===== src/rtl/riscv_csr_file.sv =====
// rtl/riscv_csr_file.sv - machine-mode CSR file with trap/mret side effects and 64-bit counters
// csr_fun encoding: 2'b01 write, 2'b10 set, 2'b11 clear, 2'b00 read only.
module riscv_csr_file #(
  parameter int                     WORD_LENGTH = 32,
  parameter logic [WORD_LENGTH-1:0] MTVEC_RESET = '0
) (
  input  logic                   clk,
  input  logic                   rst_n,
  input  logic                   csr_en,
  input  logic [11:0]            csr_addr,
  input  logic [1:0]             csr_fun,
  input  logic                   csr_no_wr,
  input  logic [WORD_LENGTH-1:0] reg_data,
  output logic [WORD_LENGTH-1:0] csr_rdata,
  output logic                   csr_illegal,
  input  logic                   instr_retire,
  input  logic                   trap_en,
  input  logic [WORD_LENGTH-1:0] trap_pc,
  input  logic [WORD_LENGTH-1:0] trap_cause,
  input  logic                   mret_en,
  output logic [WORD_LENGTH-1:0] mtvec_out,
  output logic [WORD_LENGTH-1:0] mepc_out,
  output logic                   mie_out
);
  localparam int XL = WORD_LENGTH;
  localparam logic [1:0] CSR_W = 2'b01;
  localparam logic [1:0] CSR_S = 2'b10;
  localparam logic [1:0] CSR_C = 2'b11;
  localparam logic [XL-1:0]   ALIGN_MASK = {{(XL-2){1'b1}}, 2'b00};
  localparam logic [2*XL-1:0] CNT_ONE    = {{(2*XL-1){1'b0}}, 1'b1};

  logic          mie_q, mie_d, mpie_q, mpie_d;
  logic [XL-1:0] mtvec_q, mtvec_d, mscratch_q, mscratch_d;
  logic [XL-1:0] mepc_q, mepc_d, mcause_q, mcause_d;
  logic [2*XL-1:0] mcycle_q, mcycle_d, minstret_q, minstret_d;
  logic [2*XL-1:0] cyc_inc, ins_inc;

  logic          mapped, wr_try, we;
  logic [XL-1:0] old_val, wdata, mstatus_rd;

  always_comb begin
    mstatus_rd    = '0;
    mstatus_rd[3] = mie_q;
    mstatus_rd[7] = mpie_q;
  end

  always_comb begin
    mapped  = 1'b1;
    old_val = '0;
    case (csr_addr)
      12'h300: old_val = mstatus_rd;
      12'h305: old_val = mtvec_q;
      12'h340: old_val = mscratch_q;
      12'h341: old_val = mepc_q;
      12'h342: old_val = mcause_q;
      12'hB00, 12'hC00: old_val = mcycle_q[XL-1:0];
      12'hB02, 12'hC02: old_val = minstret_q[XL-1:0];
      12'hB80, 12'hC80: old_val = mcycle_q[2*XL-1:XL];
      12'hB82, 12'hC82: old_val = minstret_q[2*XL-1:XL];
      default: mapped = 1'b0;
    endcase
  end

  always_comb begin
    wdata = old_val;
    case (csr_fun)
      CSR_W:   wdata = reg_data;
      CSR_S:   wdata = old_val | reg_data;
      CSR_C:   wdata = old_val & ~reg_data;
      default: wdata = old_val;
    endcase
  end

  assign wr_try      = (csr_fun != 2'b00) && !csr_no_wr;
  assign csr_illegal = csr_en && (!mapped || ((csr_addr[11:8] == 4'hC) && wr_try));
  assign csr_rdata   = csr_illegal ? '0 : old_val;
  assign we          = csr_en && wr_try && !csr_illegal && !trap_en;

  assign cyc_inc = mcycle_q + CNT_ONE;
  assign ins_inc = minstret_q + {{(2*XL-1){1'b0}}, instr_retire};

  // A low-half write freezes the counter; a high-half write drops the low carry.
  always_comb begin
    mcycle_d   = cyc_inc;
    minstret_d = ins_inc;
    if (we && csr_addr == 12'hB00)      mcycle_d   = {mcycle_q[2*XL-1:XL], wdata};
    else if (we && csr_addr == 12'hB80) mcycle_d   = {wdata, cyc_inc[XL-1:0]};
    if (we && csr_addr == 12'hB02)      minstret_d = {minstret_q[2*XL-1:XL], wdata};
    else if (we && csr_addr == 12'hB82) minstret_d = {wdata, ins_inc[XL-1:0]};
  end

  always_comb begin
    mie_d      = mie_q;
    mpie_d     = mpie_q;
    mtvec_d    = mtvec_q;
    mscratch_d = mscratch_q;
    mepc_d     = mepc_q;
    mcause_d   = mcause_q;
    if (we) begin
      case (csr_addr)
        12'h300: begin
          mie_d  = wdata[3];
          mpie_d = wdata[7];
        end
        12'h305: mtvec_d    = wdata & ALIGN_MASK;
        12'h340: mscratch_d = wdata;
        12'h341: mepc_d     = wdata & ALIGN_MASK;
        12'h342: mcause_d   = wdata;
        default: ;
      endcase
    end
    if (trap_en) begin
      mepc_d   = trap_pc & ALIGN_MASK;
      mcause_d = trap_cause;
      mpie_d   = mie_q;
      mie_d    = 1'b0;
    end else if (mret_en) begin
      mie_d  = mpie_q;
      mpie_d = 1'b1;
    end
  end

  always_ff @(posedge clk or negedge rst_n) begin
    if (!rst_n) begin
      mie_q      <= 1'b0;
      mpie_q     <= 1'b0;
      mtvec_q    <= MTVEC_RESET & ALIGN_MASK;
      mscratch_q <= '0;
      mepc_q     <= '0;
      mcause_q   <= '0;
      mcycle_q   <= '0;
      minstret_q <= '0;
    end else begin
      mie_q      <= mie_d;
      mpie_q     <= mpie_d;
      mtvec_q    <= mtvec_d;
      mscratch_q <= mscratch_d;
      mepc_q     <= mepc_d;
      mcause_q   <= mcause_d;
      mcycle_q   <= mcycle_d;
      minstret_q <= minstret_d;
    end
  end

  assign mtvec_out = mtvec_q;
  assign mepc_out  = mepc_q;
  assign mie_out   = mie_q;
endmodule


===== config.mk =====
export PLATFORM = sky130hd
export DESIGN_NAME = riscv_csr_file
export DESIGN_NICKNAME = d
export VERILOG_FILES = /design/src/rtl/riscv_csr_file.sv
export SDC_FILE = /design/constraint.sdc
export NUM_CORES = 1
export LEC_CHECK = 0
export CAP_MARGIN = 20
export CORE_ASPECT_RATIO = 1.5
export CORE_MARGIN = 2
export CORE_UTILIZATION = 61
export DETAILED_ROUTE_END_ITERATION = 10
export PLACE_DENSITY_LB_ADDON = 0.12
export REMOVE_ABC_BUFFERS = 1
export SETUP_SLACK_MARGIN = 0.5
export SYNTH_ARGS = -nofsm -noshare
export SYNTH_HDL_FRONTEND = slang
export SYNTH_SLANG_ARGS = --single-unit
export TNS_END_PERCENT = 1

===== constraint.sdc =====
create_clock -name clk -period 6.8 [get_ports clk]
set_clock_uncertainty 0.2 [all_clocks]
set_input_delay 1.36 -clock clk [delete_from_list [all_inputs] [get_ports clk]]
set_output_delay 1.36 -clock clk [all_outputs]
set_load 0.1 [all_outputs]

==> key figures <==
CTS
  • CTS tree: yes
  • H-tree depth: 1
  • CTS root buf: clkbuf_16
  • Clk_lat worst skew: 0.59 ns
  • Clk buf depth: 3
  • Worst-path clk slew: 0.06 ns
  • Cts hold-fix bufs: 0
  • CTS sink cnt: 254
  • Num CTS Buffers: 27

Run status
  • Failing checks: design-rule violations
  • Outcome: complete, but fails checks

Logic synthesis
  • Yosys cell types: 89
  • Avg Cell Area, Syn: 8.66 µm²
  • Count of flip-flops with a built-in enable after synthesis: 0
  • Flops & latches, synth: 254
  • Primary FF master, synth: dfrtp_1
  • Synth Instances: 1915
  • Fraction of registers with async set/reset: 100%
  • Mapped Area: 16600 µm²
  • Synth Warn #: 0
  • Register area share after synthesis: 38.3%

Place
  • Dpl cells: 2368
  • PortBufs: 208
  • Final RePlAce weighted congestion: 1.06
  • DP HPWL: 50.3 mm

Critical path
  • R2r worst-path depth: 6
  • CP Launch Point: csr_addr[1]
  • CP arrival: 4.49 ns
  • Crit path max-delay family: buffers and inverters
  • Worst reg2reg startpoint: minstret_q[9]$_DFF_PN0_
  • Crit. End Element: output pin
  • Critical Path RT: 5.24 ns
  • Max stage delay cell, worst path: clkdlybuf4s50_1
  • WP buf/inv: 4
  • Slowest cell delay on critical path: 0.60 ns
  • Startpoint types: input pin
  • Worst-path fanout max: 24
  • Critical path's most frequent cell: buf_4
  • Cell Chain, Critical Path: clkdlybuf4s50_1, buf_4, or4b_1, buf_4, a211oi_1, a22oi_1, nand3_1, nor2b_1, buf_12
  • WP depth: 9
  • Crit path kind: in -> out

Min path
  • HP Class: reg -> reg
  • Hold path startpoint: mscratch_q[27]$_DFFE_PN0P_
  • Hold-critical path depth: 1

Detailed routing
  • Routed vias: 18400
  • Number of DRC markers after the initial detailed-route iteration: 2564
  • Vias per cell: 7.61
  • 1st-pass router iterations: 9
  • DRC violations left: 2
  • Wire per inst: 30.1 µm
  • ANT nets after route: 0
  • DRT Wirelength: 73.0 mm

Floorplan
  • Core box area: 26600 µm²
  • Initial Utilization: 62.4%
  • Die ar.: 28500 µm²
  • Row cnt: 73
  • Chip height: 206 µm
  • Die Span X: 139 µm
  • I/O pin cnt: 215

Power and ir drop
  • Pwr Density: 200 nW/µm²
  • Worst IR drop on VDD: 0.241 mV
  • Pleak: 8.15 nW

STA
  • Setup violators final: 0
  • Final hold vios: 0
  • RSZ-0062 raised after global routing: false
  • Final worst path period share: 88.9%
  • Slew HR: 7.35%
  • Slew Limit Fails: 0
  • Worst-Margin Slew: 1.38 ns
  • Min Tclk post-route: 6.05 ns
  • Fmax: 0.165 GHz

Finish
  • Fin util: 76.3%
  • Commonest non-fill, non-tap cell in the layout: dfrtp_1
  • Nets: 2182
  • Area Overhead vs Synth: 22.4%
  • Share of cells above drive strength 1: 9.75%
  • Most frequent cells in the layout: 254 x dfrtp_1, 170 x clkdlybuf4s50_1, 164 x nand2_1
  • Final non-filler cell total: 2421
  • Fillers: 1785

Global route
  • Antenna violations before repair: 6
  • Global route overflow: 0
  • GRT Util Overall: 50.1%
  • Largest net degree at the start of global routing: 138
  • First-pass GRT wire length: 109 mm
  • Vias in the first global route: 18300

Run
  • Max-cap viol count: 0
## per-stage QoR
step / hold slack [ns] / setup slack, ns / TNS, ns / power, mW / cell area [µm²]
2_1_floorplan: 0.268 / -0.185 / -2.39 / 2.02 / 15900
3_3_place_gp: 0.283 / 0.721 / 0 / 2.33 / 19200
3_5_place_dp: 0.305 / 0.678 / 0 / 2.35 / 19300
4_1_cts: 0.322 / 0.666 / 0 / 4.02 / 20200
5_1_grt: 0.346 / 0.719 / 0 / 4.14 / 20300
6_report: 0.324 / 0.754 / 0 / 4.07 / 20300
## power by group
| group | internal, mW | leakage (nW) | switching (mW) | total (mW) |
|---|---|---|---|---|
| clock network | 1.01 | 0.477 | 0.696 | 1.71 |
| registers | 1.58 | 3.26 | 0.0945 | 1.67 |
| logic | 0.229 | 4.41 | 0.458 | 0.686 |
## flip-flops by register name (all words and copies together), names as in the netlist
signal      count
mie_out         1
minstret_q     64
mcause_q       32
mepc_out       30
mscratch_q     32
mcycle_q       64
mpie_q          1
mtvec_out      30
## cell families (layout without fill, tap and decap cells)
| family | count (synthesis) | count (layout) | synth area share, % |
|---|---|---|---|
| mux | 102 | 102 | 6.38 |
| fa+ha+maj | 3 | 3 | 0.226 |
| other cells | 1 | 6 | 0.0226 |
| xor+xnor | 70 | 70 | 3.70 |
| flops | 254 | 254 | 38.3 |
| compound gates | 604 | 604 | 24.5 |
| simple gates | 700 | 700 | 22.2 |
| buf+inv | 181 | 345 | 4.70 |
## worst paths after layout
kind                                              end  slack [ns]
max                                     csr_rdata[23]        0.75
min                        mscratch_q[27]$_DFFE_PN0P_        0.32
max reg2reg                minstret_q[37]$_DFFE_PN0N_        3.23
min reg2reg                mscratch_q[27]$_DFFE_PN0P_        0.32
max in group asynchronous    mcause_q[28]$_DFFE_PN0P_        4.36
min in group asynchronous     minstret_q[8]$_DFF_PN0_        0.69
## cell type report
type	count	area [µm²]	share of cell area, %
tap	337	422	2.08
inverter	30	113	0.555
timing repair buffer	266	2890	14.3
antenna	2	5.00	0.0247
clock inverter	15	243	1.20
sequential	254	6360	31.3
clock buffer	34	752	3.71
multi-input combinational	1483	9510	46.9
## metal layers
layer	vias to the layer above	routed length, µm	GRT usage [%]
met4	4	7850	43.9
met2	1650	32700	79.2
met5	-	68	0
met3	532	9250	15.2
li1	7543	-	-
met1	8688	23100	54.9
## cells in the mapped netlist (13+ instances only)
cell	number	share of area, %
nand2b_1	27	1.0
nand2_1	164	3.7
o22a_1	14	0.74
xor2_1	27	1.4
and2_1	15	0.57
nor4_1	24	0.91
dfrtp_1	254	38
nor2_1	150	3.4
o211ai_1	47	2.1
mux2i_1	91	5.5
a211oi_1	22	1.0
and4_1	16	0.85
o21ai_0	109	3.3
or3_1	23	0.87
buf_2	49	1.5
a31oi_1	41	1.5
xnor2_1	43	2.3
a41oi_1	13	0.69
o2bb2ai_1	24	1.3
inv_1	30	0.68
clkbuf_1	84	1.9
nand3_1	92	2.8
and3_1	32	1.2
o22ai_1	13	0.49
nor3_1	31	0.94
nand4_1	52	2.0
a21oi_1	143	4.3
a22oi_1	52	2.4
## repair_timing
item	4_1_cts	5_1_grt
setup buffers	0	0
endpoints found under the setup margin	0	1
resized for setup	0	1
No activity file was read; power rests on OpenSTA's default activity.
